## src/rtl/rope_pkg.sv

```systemverilog
// Shared types and helpers for the rope array engine.
// Rope states, fixed-point format, colours, anchor placement.
package rope_pkg;

  typedef enum logic [1:0] {
    MOVE_POS,
    MOVE_NEG,
    HOLD,
    RELEASE
  } rope_state_t;

  localparam int FRAC_BITS = 6;

  localparam logic [7:0] ROPE_COLOR = 8'hB4;
  localparam logic [7:0] HELD_COLOR = 8'hFC;

  function automatic int anchor_x(
    input int i,
    input int left_ropes,
    input int left_x0,
    input int right_x0,
    input int spacing
  );
    if (i < left_ropes) return left_x0 + i * spacing;
    return right_x0 + (i - left_ropes) * spacing;
  endfunction

endpackage

```

## src/rtl/rope_channel.sv

```systemverilog
// One rope: direction FSM, Q.6 offset, grab/release timer,
// and the registered pixel hit test.
module rope_channel
  import rope_pkg::*;
#(
  parameter int ANCHOR_X       = 100,
  parameter int TOP_Y          = 80,
  parameter int ROPE_W         = 4,
  parameter int ROPE_LEN       = 128,
  parameter int SWING          = 16,
  parameter int SPEED          = 20,
  parameter int RELEASE_FRAMES = 8
) (
  input  logic               clk,
  input  logic               rst_n,
  input  logic               start_of_frame,
  input  logic [10:0]        pixel_x,
  input  logic [10:0]        pixel_y,
  input  logic               dir_toggle,
  input  logic               collision,
  output logic               dr_o,
  output logic               dr_held_o,
  output logic               held_o,
  output logic signed [31:0] speed_o
);

  localparam logic signed [15:0] BOUND = 16'(SWING << FRAC_BITS);
  localparam logic signed [15:0] SPD   = 16'(SPEED);
  localparam logic signed [31:0] SPD_X = {{16{SPD[15]}}, SPD};
  localparam logic [15:0] REL_LAST     = 16'(RELEASE_FRAMES - 1);
  localparam logic signed [11:0] AX    = 12'(ANCHOR_X);
  localparam logic signed [11:0] TY    = 12'(TOP_Y);
  localparam logic signed [11:0] RW    = 12'(ROPE_W);
  localparam logic signed [11:0] RL    = 12'(ROPE_LEN);

  rope_state_t        state_q, state_d;
  rope_state_t        dir_q, dir_d;
  rope_state_t        mv_dir;
  logic signed [15:0] off_q, off_d;
  logic signed [15:0] sum;
  logic               tog_q, tog_d;
  logic [15:0]        cnt_q, cnt_d;
  logic signed [31:0] spd_q, spd_d;
  logic               dr_q, dr_d;
  logic               hdr_q, hdr_d;

  logic signed [11:0] pix_off;
  logic signed [11:0] x_lo, x_hi, y_hi;
  logic signed [11:0] px_s, py_s;

  assign held_o = (state_q == HOLD) || (state_q == RELEASE);

  // Next state: motion, toggle latch, grab and timed release.
  always_comb begin
    state_d = state_q;
    dir_d   = dir_q;
    off_d   = off_q;
    tog_d   = tog_q;
    cnt_d   = cnt_q;
    mv_dir  = state_q;
    sum     = off_q;
    unique case (state_q)
      MOVE_POS, MOVE_NEG: begin
        if (collision) begin
          state_d = HOLD;
          dir_d   = state_q;
          tog_d   = 1'b0;
        end else begin
          tog_d = tog_q | dir_toggle;
          if (start_of_frame) begin
            if (tog_d)
              mv_dir = (state_q == MOVE_POS) ? MOVE_NEG : MOVE_POS;
            sum = (mv_dir == MOVE_POS) ? off_q + SPD : off_q - SPD;
            if (sum > BOUND) begin
              sum    = BOUND;
              mv_dir = MOVE_NEG;
            end else if (sum < -BOUND) begin
              sum    = -BOUND;
              mv_dir = MOVE_POS;
            end
            off_d   = sum;
            state_d = mv_dir;
            tog_d   = 1'b0;
          end
        end
      end
      HOLD: begin
        tog_d = 1'b0;
        if (!collision) begin
          state_d = RELEASE;
          cnt_d   = '0;
        end
      end
      RELEASE: begin
        tog_d = 1'b0;
        if (collision) begin
          state_d = HOLD;
        end else if (start_of_frame) begin
          if (cnt_q == REL_LAST) begin
            state_d = dir_q;
            cnt_d   = '0;
          end else begin
            cnt_d = cnt_q + 16'd1;
          end
        end
      end
      default: state_d = MOVE_POS;
    endcase
  end

  // Signed speed follows the next state so it lands with it.
  always_comb begin
    spd_d = '0;
    unique case (state_d)
      MOVE_POS: spd_d = SPD_X;
      MOVE_NEG: spd_d = -SPD_X;
      default:  spd_d = '0;
    endcase
  end

  // Pixel hit test in 12-bit signed space so a negative left edge
  // cannot wrap into a large positive column.
  always_comb begin
    pix_off = 12'(off_q >>> FRAC_BITS);
    x_lo    = AX + pix_off;
    x_hi    = x_lo + RW;
    y_hi    = TY + RL;
    px_s    = $signed({1'b0, pixel_x});
    py_s    = $signed({1'b0, pixel_y});
    dr_d    = (px_s >= x_lo) && (px_s < x_hi) &&
              (py_s >= TY) && (py_s < y_hi);
    hdr_d   = held_o;
  end

  // State, offset and draw-stage registers.
  always_ff @(posedge clk or negedge rst_n) begin
    if (!rst_n) begin
      state_q <= MOVE_POS;
      dir_q   <= MOVE_POS;
      off_q   <= '0;
      tog_q   <= 1'b0;
      cnt_q   <= '0;
      spd_q   <= SPD_X;
      dr_q    <= 1'b0;
      hdr_q   <= 1'b0;
    end else begin
      state_q <= state_d;
      dir_q   <= dir_d;
      off_q   <= off_d;
      tog_q   <= tog_d;
      cnt_q   <= cnt_d;
      spd_q   <= spd_d;
      dr_q    <= dr_d;
      hdr_q   <= hdr_d;
    end
  end

  assign dr_o      = dr_q;
  assign dr_held_o = hdr_q;
  assign speed_o   = spd_q;

endmodule

```

## src/rtl/rope_array_ctrl.sv

```systemverilog
// N-rope engine: generated rope channels plus the
// lowest-index priority mux for the object mixer.
module rope_array_ctrl
  import rope_pkg::*;
#(
  parameter int NUM_ROPES      = 6,
  parameter int LEFT_ROPES     = 3,
  parameter int LEFT_X0        = 100,
  parameter int RIGHT_X0       = 400,
  parameter int LEFT_Y         = 80,
  parameter int RIGHT_Y        = 100,
  parameter int SPACING        = 40,
  parameter int ROPE_W         = 4,
  parameter int ROPE_LEN       = 128,
  parameter int SWING          = 16,
  parameter int SPEED_STEP     = 20,
  parameter int RELEASE_FRAMES = 8
) (
  input  logic                       clk,
  input  logic                       resetN,
  input  logic                       startOfFrame,
  input  logic [10:0]                pixelX,
  input  logic [10:0]                pixelY,
  input  logic [NUM_ROPES-1:0]       dirToggle,
  input  logic [NUM_ROPES-1:0]       monkeyCollision,
  output logic [NUM_ROPES-1:0]       ropeDR,
  output logic                       anyRopeDR,
  output logic [3:0]                 ropeIdx,
  output logic [7:0]                 ropeRGB,
  output logic [NUM_ROPES-1:0][31:0] SIGNED_SPEEDS,
  output logic [NUM_ROPES-1:0]       ropeHeld
);

  logic [NUM_ROPES-1:0] dr_held;

  for (genvar i = 0; i < NUM_ROPES; i++) begin : g_rope
    localparam int AX = anchor_x(i, LEFT_ROPES, LEFT_X0,
                                 RIGHT_X0, SPACING);
    localparam int TY = (i < LEFT_ROPES) ? LEFT_Y : RIGHT_Y;

    rope_channel #(
      .ANCHOR_X      (AX),
      .TOP_Y         (TY),
      .ROPE_W        (ROPE_W),
      .ROPE_LEN      (ROPE_LEN),
      .SWING         (SWING),
      .SPEED         ((i + 1) * SPEED_STEP),
      .RELEASE_FRAMES(RELEASE_FRAMES)
    ) u_ch (
      .clk           (clk),
      .rst_n         (resetN),
      .start_of_frame(startOfFrame),
      .pixel_x       (pixelX),
      .pixel_y       (pixelY),
      .dir_toggle    (dirToggle[i]),
      .collision     (monkeyCollision[i]),
      .dr_o          (ropeDR[i]),
      .dr_held_o     (dr_held[i]),
      .held_o        (ropeHeld[i]),
      .speed_o       (SIGNED_SPEEDS[i])
    );
  end

  // Lowest index wins; colour comes from the registered draw stage.
  always_comb begin
    anyRopeDR = |ropeDR;
    ropeIdx   = '0;
    ropeRGB   = '0;
    for (int i = NUM_ROPES - 1; i >= 0; i--) begin
      if (ropeDR[i]) begin
        ropeIdx = 4'(i);
        ropeRGB = dr_held[i] ? HELD_COLOR : ROPE_COLOR;
      end
    end
  end

endmodule

```

## config.mk

```make
export PLATFORM = sky130hd
export DESIGN_NAME = rope_array_ctrl
export DESIGN_NICKNAME = d
export VERILOG_FILES = /design/src/rtl/rope_pkg.sv /design/src/rtl/rope_channel.sv /design/src/rtl/rope_array_ctrl.sv
export SDC_FILE = /design/constraint.sdc
export NUM_CORES = 1
export LEC_CHECK = 0
export CORE_MARGIN = 2
export CORE_UTILIZATION = 60
export DETAILED_ROUTE_END_ITERATION = 6
export PLACE_DENSITY = 0.89
export SYNTH_ARGS = -nofsm -noshare
export SYNTH_HDL_FRONTEND = slang
export SYNTH_HIERARCHICAL = 1
export SYNTH_SLANG_ARGS = --single-unit
```

## constraint.sdc

```tcl
create_clock -name clk -period 6.4 [get_ports clk]
set_input_delay 1.6 -clock clk [delete_from_list [all_inputs] [get_ports clk]]
set_output_delay 1.6 -clock clk [all_outputs]
set_load 0.05 [all_outputs]
```

Yosys cells after proc, flatten, opt, wreduce, memory -nomap -nowiden
Cells that the tools add are included.
{"block": "classes", "addsub": 30, "n_mul": 0, "n_div": 0, "magnitude_cmp": 28, "eq_ne": 48, "shift": 0, "muxes": 174, "n_bitwise": 12, "n_reduce_logical": 79}
{"op": "$mux 16", "count": 42}
{"op": "$pmux 32 s2", "count": 6}
{"op": "$pmux 16 s2", "count": 6}
{"op": "$mux 2", "count": 72}
{"op": "$add 16x1->16 const B", "count": 6}
{"op": "$eq 16x3->1 const B", "count": 6}
{"op": "$gt 16x12->1 const B", "count": 6}
{"op": "$lt 16x11->1 const B", "count": 6}
{"op": "$add 12x4->12 const B", "count": 6}
{"op": "$ge 12x12->1", "count": 6}
{"op": "$lt 12x12->1", "count": 6}
{"op": "$add 16x8->16 const B", "count": 3}
{"op": "$mux 8", "count": 6}
{"op": "$sub 16x8->16 const B", "count": 3}
{"op": "$mux 7", "count": 6}
{"op": "$logic_not 2->1", "count": 18}
{"op": "$ne 2x2->1 const B", "count": 18}
{"op": "$pmux 2 s3", "count": 6}
{"op": "$add 10x10->11 const A", "count": 3}
{"op": "$add 16x7->16 const B", "count": 2}
{"op": "$sub 16x7->16 const B", "count": 2}
{"op": "$eq 2x1->1 const B", "count": 12}
{"op": "$eq 2x2->1 const B", "count": 12}
{"op": "$reduce_and 4->1", "count": 6}
{"op": "other kinds (19)", "count": 106}
{"block": "totals", "regBits": 426, "latchBits": 0, "ramBits": 0, "romBits": 0, "in_bits": 37, "output_inout_bits": 217, "wordCells": 419, "mem_count": 0}

Longest topological paths before layout
{"block": "logic_depth", "depth_word": 16, "mapped_depth": 20, "ltp_nobuf": 18}

Modules after synthesis
The synthesis kept the hierarchy.
{"mod": "rope_channel (g_rope[4].u_ch)", "n_inst": 1, "cells_per_inst": 438, "area_per_inst_um2": 3772.4, "seq_area_each_um2": 1003.5}
{"mod": "rope_channel (g_rope[2].u_ch)", "n_inst": 1, "cells_per_inst": 419, "area_per_inst_um2": 3513.4, "seq_area_each_um2": 1003.5}
{"mod": "rope_channel (g_rope[5].u_ch)", "n_inst": 1, "cells_per_inst": 412, "area_per_inst_um2": 3497.1, "seq_area_each_um2": 978.4}
{"mod": "rope_channel (g_rope[0].u_ch)", "n_inst": 1, "cells_per_inst": 391, "area_per_inst_um2": 3473.3, "seq_area_each_um2": 1003.5}
{"mod": "rope_channel (g_rope[1].u_ch)", "n_inst": 1, "cells_per_inst": 386, "area_per_inst_um2": 3281.9, "seq_area_each_um2": 978.4}
{"mod": "rope_channel (g_rope[3].u_ch)", "n_inst": 1, "cells_per_inst": 366, "area_per_inst_um2": 3221.8, "seq_area_each_um2": 953.4}
{"mod": "rope_array_ctrl", "n_inst": 1, "cells_per_inst": 30, "area_per_inst_um2": 177.7, "seq_area_each_um2": 0.0}

Worst setup path before layout
OpenSTA, ideal clock, no wires.
{"block": "synth_timing", "path_type": "input port to flip-flop", "start": "in dirToggle[5]", "end": "reg g_rope[5].u_ch.state_q[0]", "setup_ns": 0.120, "arrival_ns": 5.452, "t_required_ns": 6.280, "slack_ns": 0.828, "stages": 18, "path_buffers": 1, "cell_sequence": "nor2_2 -> xnor2_2 -> inv_4 -> xnor2_1 -> ha_1 -> clkbuf_1 -> or4_4 -> a21oi_2 -> a21oi_2 -> a21o_1 -> a221o_1 -> xor2_1 -> nand3_1 -> or4_1 -> ha_1 -> nor2_1 -> o31a_1 -> a31o_2"}
{"block": "synth_via", "elab_chain_len": 13, "elab_cells_between_ends": 14, "classes_between": "order compare (2); mux (10); bitwise (1); reduce/logical (1)"}
{"item": "from (decl)", "line": "rope_array_ctrl.sv:24", "text": "input logic [NUM_ROPES-1:0] dirToggle,"}
{"item": "$or 1x1->1 *", "line": "rope_channel.sv:69", "text": "tog_d = tog_q | dir_toggle;"}
{"item": "$mux 2 *", "line": "rope_channel.sv:71", "text": "if (tog_d)"}
{"item": "$mux 2 *", "line": "rope_channel.sv:70", "text": "if (start_of_frame) begin"}
{"item": "$mux 2 *", "line": "rope_channel.sv:64", "text": "if (collision) begin"}
{"item": "$mux 2 *", "line": "rope_channel.sv:62", "text": "unique case (state_q)"}
{"item": "$logic_not 2->1", "line": "rope_channel.sv:73", "text": "sum = (mv_dir == MOVE_POS) ? off_q + SPD : off_q - SPD;"}
{"item": "$mux 16", "line": "rope_channel.sv:73"}
{"item": "$lt 16x11->1", "line": "rope_channel.sv:77", "text": "end else if (sum < -BOUND) begin"}
{"item": "$mux 2", "line": "rope_channel.sv:77"}
{"item": "$mux 2 *", "line": "rope_channel.sv:74", "text": "if (sum > BOUND) begin"}
{"item": "$mux 2 *", "line": "rope_channel.sv:70"}
{"item": "$mux 2 *", "line": "rope_channel.sv:64"}
{"item": "$pmux 2 s3 *", "line": "rope_channel.sv:62"}
{"item": "net g_rope[5].u_ch.state_d[0]", "line": "rope_channel.sv:36", "text": "rope_state_t state_q, state_d;"}
{"item": "to (signal assigned)", "line": "rope_channel.sv:147", "text": "state_q <= state_d;"}
{"item": "to (decl)", "line": "rope_channel.sv:36"}
The timed path passes the listed nets; every way through them passes the cells marked *. The select of a mux whose other input is x is not followed.
A chain may end at the register's enable or synchronous reset.

Worst setup path in the final report
{"block": "layout_timing", "start": "in dirToggle[5]", "end": "reg g_rope[5].u_ch.off_q[6]"}
{"block": "layout_via", "elab_chain_len": 10, "elab_cells_between_ends": 11, "classes_between": "order compare (2); mux (7); bitwise (1); reduce/logical (1)"}
{"item": "$or 1x1->1 *", "line": "rope_channel.sv:69"}
{"item": "$mux 2 *", "line": "rope_channel.sv:71"}
{"item": "$mux 2 *", "line": "rope_channel.sv:70"}
{"item": "$mux 2 *", "line": "rope_channel.sv:64"}
{"item": "$mux 2 *", "line": "rope_channel.sv:62"}
{"item": "$logic_not 2->1 *", "line": "rope_channel.sv:73"}
{"item": "$mux 16 *", "line": "rope_channel.sv:73"}
{"item": "$lt 16x11->1", "line": "rope_channel.sv:77"}
{"item": "$mux 16", "line": "rope_channel.sv:77"}
{"item": "$mux 16 *", "line": "rope_channel.sv:74"}
{"item": "to (signal assigned)", "line": "rope_channel.sv:140", "text": "off_q <= '0;"}
{"item": "to (signal assigned)", "line": "rope_channel.sv:149", "text": "off_q <= off_d;"}
{"item": "to (decl)", "line": "rope_channel.sv:39", "text": "logic signed [15:0] off_q, off_d;"}
Mark *: on every way between the ends. The rest lies on a longest branch, timed or not. The select of a mux whose other input is x is not followed.

==> flow_metrics.py <==
metrics = {
    "synth": {
        "dominantRegCellSynth": "dfrtp_1",
        "ys_seq_area_share_pct": 28.3,
        "netlist_top_cells_area": "dfrtp_1, ha_1, buf_4",
        "synth_seq_cells": 236,
        "synth_top_cell_area_share_pct": 26.8,
        "synthCells": 2442,
        "synth-edff-count": 0,
        "synth_cell_types": 108,
        "synthArstFlopShare_pct": 100,
        "syn_avg_cell_area_um2": 8.57,
        "yosysTopAreaCell": "dfrtp_1",
        "netlist_area_mm2": 0.0209,
        "ys.warnings.count": 6,
    },
    "clock_network": {
        "cts_buffers": 27,
        "path_clk_slew_ns": 0.06,
        "cts.repair.resized": 0,
        "cts_tree": "built",
        "hold_buffers": 0,
        "clkLatencyLatePin_ns": 0.54,
        "ctsRootBufferMaster": "clkbuf_16",
        "post_cts_buffers": 0,
        "clockBufferDepth": 3,
        "cts_max_level": 1,
        "tritoncts_num_sinks": 236,
    },
    "finish": {
        "area_delta_synth_final_pct": 10.7,
        "ff_latch_area_mm2": 0.00592,
        "final_cell_area_mm2": 0.0232,
        "drive_gt1_share_pct": 6.76,
        "multi_input_area_mm2": 0.0130,
        "fillers": 2622,
        "fin_nets": 2710,
        "n_antenna_cell": 0,
        "finish.utilization_pct": 67.3,
    },
    "timing": {
        "slew_headroom_pct": 23.7,
        "min_period_over_period_pct": 89.3,
        "finalMaxSlewViolations": 0,
        "rsz0062_at_grt": "false",
        "fmax_mhz": 175,
        "tightest_slew_ns": 1.14,
        "worst_slack_ns": 0.685,
        "post-route-min-period_ns": 5.71,
        "fin_setup_tns_ns": 0,
        "skew_ns": 0.00824,
        "hold_viol": 0,
        "final-setup-viol-count": 0,
    },
    "placed_design": {
        "dpl.hpwl_mm": 35.8,
        "gp_routability_congestion": 0.936,
        "placed_cell_area_mm2": 0.0222,
        "dp_slack_ns": 0.215,
        "portBuffers": 232,
    },
    "global_route": {
        "grt_pass1_vias": 17400,
        "grt_usage_pct": 26.6,
        "grt_pass1_wl_mm": 82.0,
        "antenna_found_initial": 0,
        "overflow": 0,
        "grt_max_degree": 120,
    },
    "pwr": {
        "p_clk_share_pct": 32.7,
        "p_leak_nw": 9.99,
        "switchingPower_mw": 1.77,
        "power_frac_comb_pct": 33.8,
        "seqPwrFrac_pct": 33.6,
        "powerDensity_mw_per_mm2": 216,
        "power.internal_mw": 3.24,
        "ir_drop_uv": 214,
        "total_power_mw": 5.01,
        "switching_share_pct": 35.3,
    },
    "routing": {
        "drtIter0Drc": 1210,
        "num_vias": 18100,
        "ant_nets": 0,
        "dr.pass1.iters": 5,
        "wl_per_cell_um": 16.8,
        "drc": 0,
        "drt-total-wl_mm": 49.5,
        "viasPerCell": 6.15,
    },
    "outcome": {
        "status": "finished clean",
    },
    "floorplanning": {
        "coreArea_mm2": 0.0345,
        "fp.dieW_um": 191,
        "initial_utilization_pct": 60.8,
        "ios": 254,
        "fp.dieH_um": 191,
        "fp.dieArea_mm2": 0.0364,
        "rows": 68,
    },
    "job": {
        "max-cap-violations": 0,
    },
    "critical_path": {
        "critical_path_class": "in -> reg",
        "cp.arrival_ns": 6.19,
        "worstSetupEndpointType": "flop",
        "required_ns": 6.88,
        "path_max_fanout": 9,
        "worst_setup_path_start_kind": "input pin",
    },
    "worst_hold_path": {
        "worstHoldPathType": "reg -> reg",
    },
}
==> cells in the mapped netlist, drive strengths merged, types with 12 or more instances <==
cell,count
clkbuf,58
nor4,34
nor2,185
nand2,205
o211ai,14
nand2b,43
or3,24
a31oi,26
dfstp,12
and2,25
inv,94
o21bai,12
xnor2,103
o21ai,186
nor2b,25
a21o,46
and3,45
nand4,29
a22o,16
o31ai,28
a211oi,37
ha,206
nor3,78
nor3b,19
nand3,77
buf,205
xor2,63
dfrtp,224
o21a,34
a21oi,102
==> metrics by stage <==
step           hold slack, ns  instances
4_1_cts                 0.482       2939
2_1_floorplan           0.445       2454
6_report                0.479       2939
5_1_grt                 0.501       2939
3_5_place_dp            0.471       2890
3_3_place_gp            0.463       2890
==> logic make-up after synthesis <==
| logic type | count (synthesis) | share of synthesized area (%) |
|---|---|---|
| and+or+nand+nor | 843 | 20.9 |
| DFF | 236 | 28.3 |
| muxes | 18 | 0.914 |
| adders and majority gates | 209 | 12.6 |
| AOI/OAI and AO/OA | 606 | 20.1 |
| xor gates and xnor gates | 166 | 7.14 |
| buffers and inverters | 357 | 9.99 |
| other | 7 | 0.126 |
==> flip-flops by register name, indices dropped and copies added, names as in the netlist <==
name / cells
g_rope.u_ch/state_q: 12
g_rope.u_ch/off_q: 80
g_rope.u_ch/cnt_q: 96
g_rope.u_ch/dir_q: 12
g_rope.u_ch/tog_q: 6
g_rope.u_ch/speed_o: 18
g_rope.u_ch/dr_o: 6
g_rope.u_ch/dr_held_o: 6
==> worst max-delay path: stages <==
cell	delay [ns]
clkdlybuf4s50_1	0.48
nor2_2	0.08
xnor2_2	0.44
inv_4	0.05
xnor2_1	0.14
ha_1	0.29
or4_4	0.44
a21oi_2	0.16
a21oi_2	0.07
a21o_1	0.26
a221o_1	0.32
xor2_1	0.28
nand3_1	0.11
or4_1	0.43
ha_1	0.34
buf_4	0.18
a21oi_2	0.29
a311o_1	0.23
==> power by group through the flow <==
| stage | registers (mW) | clock network [mW] | logic (mW) |
|---|---|---|---|
| floorplan | 1.67 | 0 | 1.30 |
| global placement | 1.70 | 0 | 1.57 |
| detailed placement | 1.70 | 0 | 1.65 |
| CTS | 1.68 | 1.66 | 1.67 |
| global route | 1.69 | 1.73 | 1.88 |
| finish | 1.68 | 1.64 | 1.69 |
==> routing by layer <==
layer	wire (um)	track usage [%]
met2	23600	45.6
met1	21000	34.3
met4	1570	9.48
met5	0	0
met3	3270	3.57
==> cell usage in the layout (no fill, tap or decap), drive strengths merged, types with 16 or more instances in the layout <==
| master | n |
|---|---|
| a211oi | 37 |
| a21o | 46 |
| a21oi | 102 |
| a22o | 16 |
| a31oi | 26 |
| and2 | 25 |
| and3 | 45 |
| clkbuf | 37 |
| clkdlybuf4s50 | 230 |
| conb | 19 |
| dfrtp | 224 |
| ha | 206 |
| inv | 96 |
| nand2 | 205 |
| nand2b | 43 |
| nand3 | 77 |
| nand4 | 29 |
| nor2 | 185 |
| nor2b | 25 |
| nor3 | 78 |
| nor3b | 19 |
| nor4 | 34 |
| o21a | 34 |
| o21ai | 186 |
| o31ai | 28 |
| or3 | 24 |
| xnor2 | 103 |
| xor2 | 63 |
==> cell type report <==
type | count | share of cell area [%]
clock buffer | 37 | 3.29
timing repair buffer | 244 | 10.5
sequential | 236 | 25.5
inverter | 94 | 1.53
clock inverter | 12 | 0.734
multi-input combinational | 1861 | 56.0
tap | 455 | 2.46
==> worst paths after layout <==
| path | slack [ns] | cells past startpoint | to | from |
|---|---|---|---|---|
| setup / recovery | 0.69 | 18 | g_rope[5].u_ch/off_q[6] | dirToggle[5] |
| hold / removal | 0.48 | 2 | g_rope[1].u_ch/off_q[5] | g_rope[1].u_ch/off_q[5] |
| setup reg to reg | 1.60 | 17 | g_rope[5].u_ch/off_q[6] | g_rope[5].u_ch/state_q[1] |
| hold reg to reg | 0.48 | 2 | g_rope[1].u_ch/off_q[5] | g_rope[1].u_ch/off_q[5] |
| max in group asynchronous | 4.14 | 2 | g_rope[1].u_ch/tog_q | resetN |
| min in group asynchronous | 1.10 | 1 | g_rope[2].u_ch/off_q[13] | resetN |
Note: power is estimated with default switching activity, not from simulation.
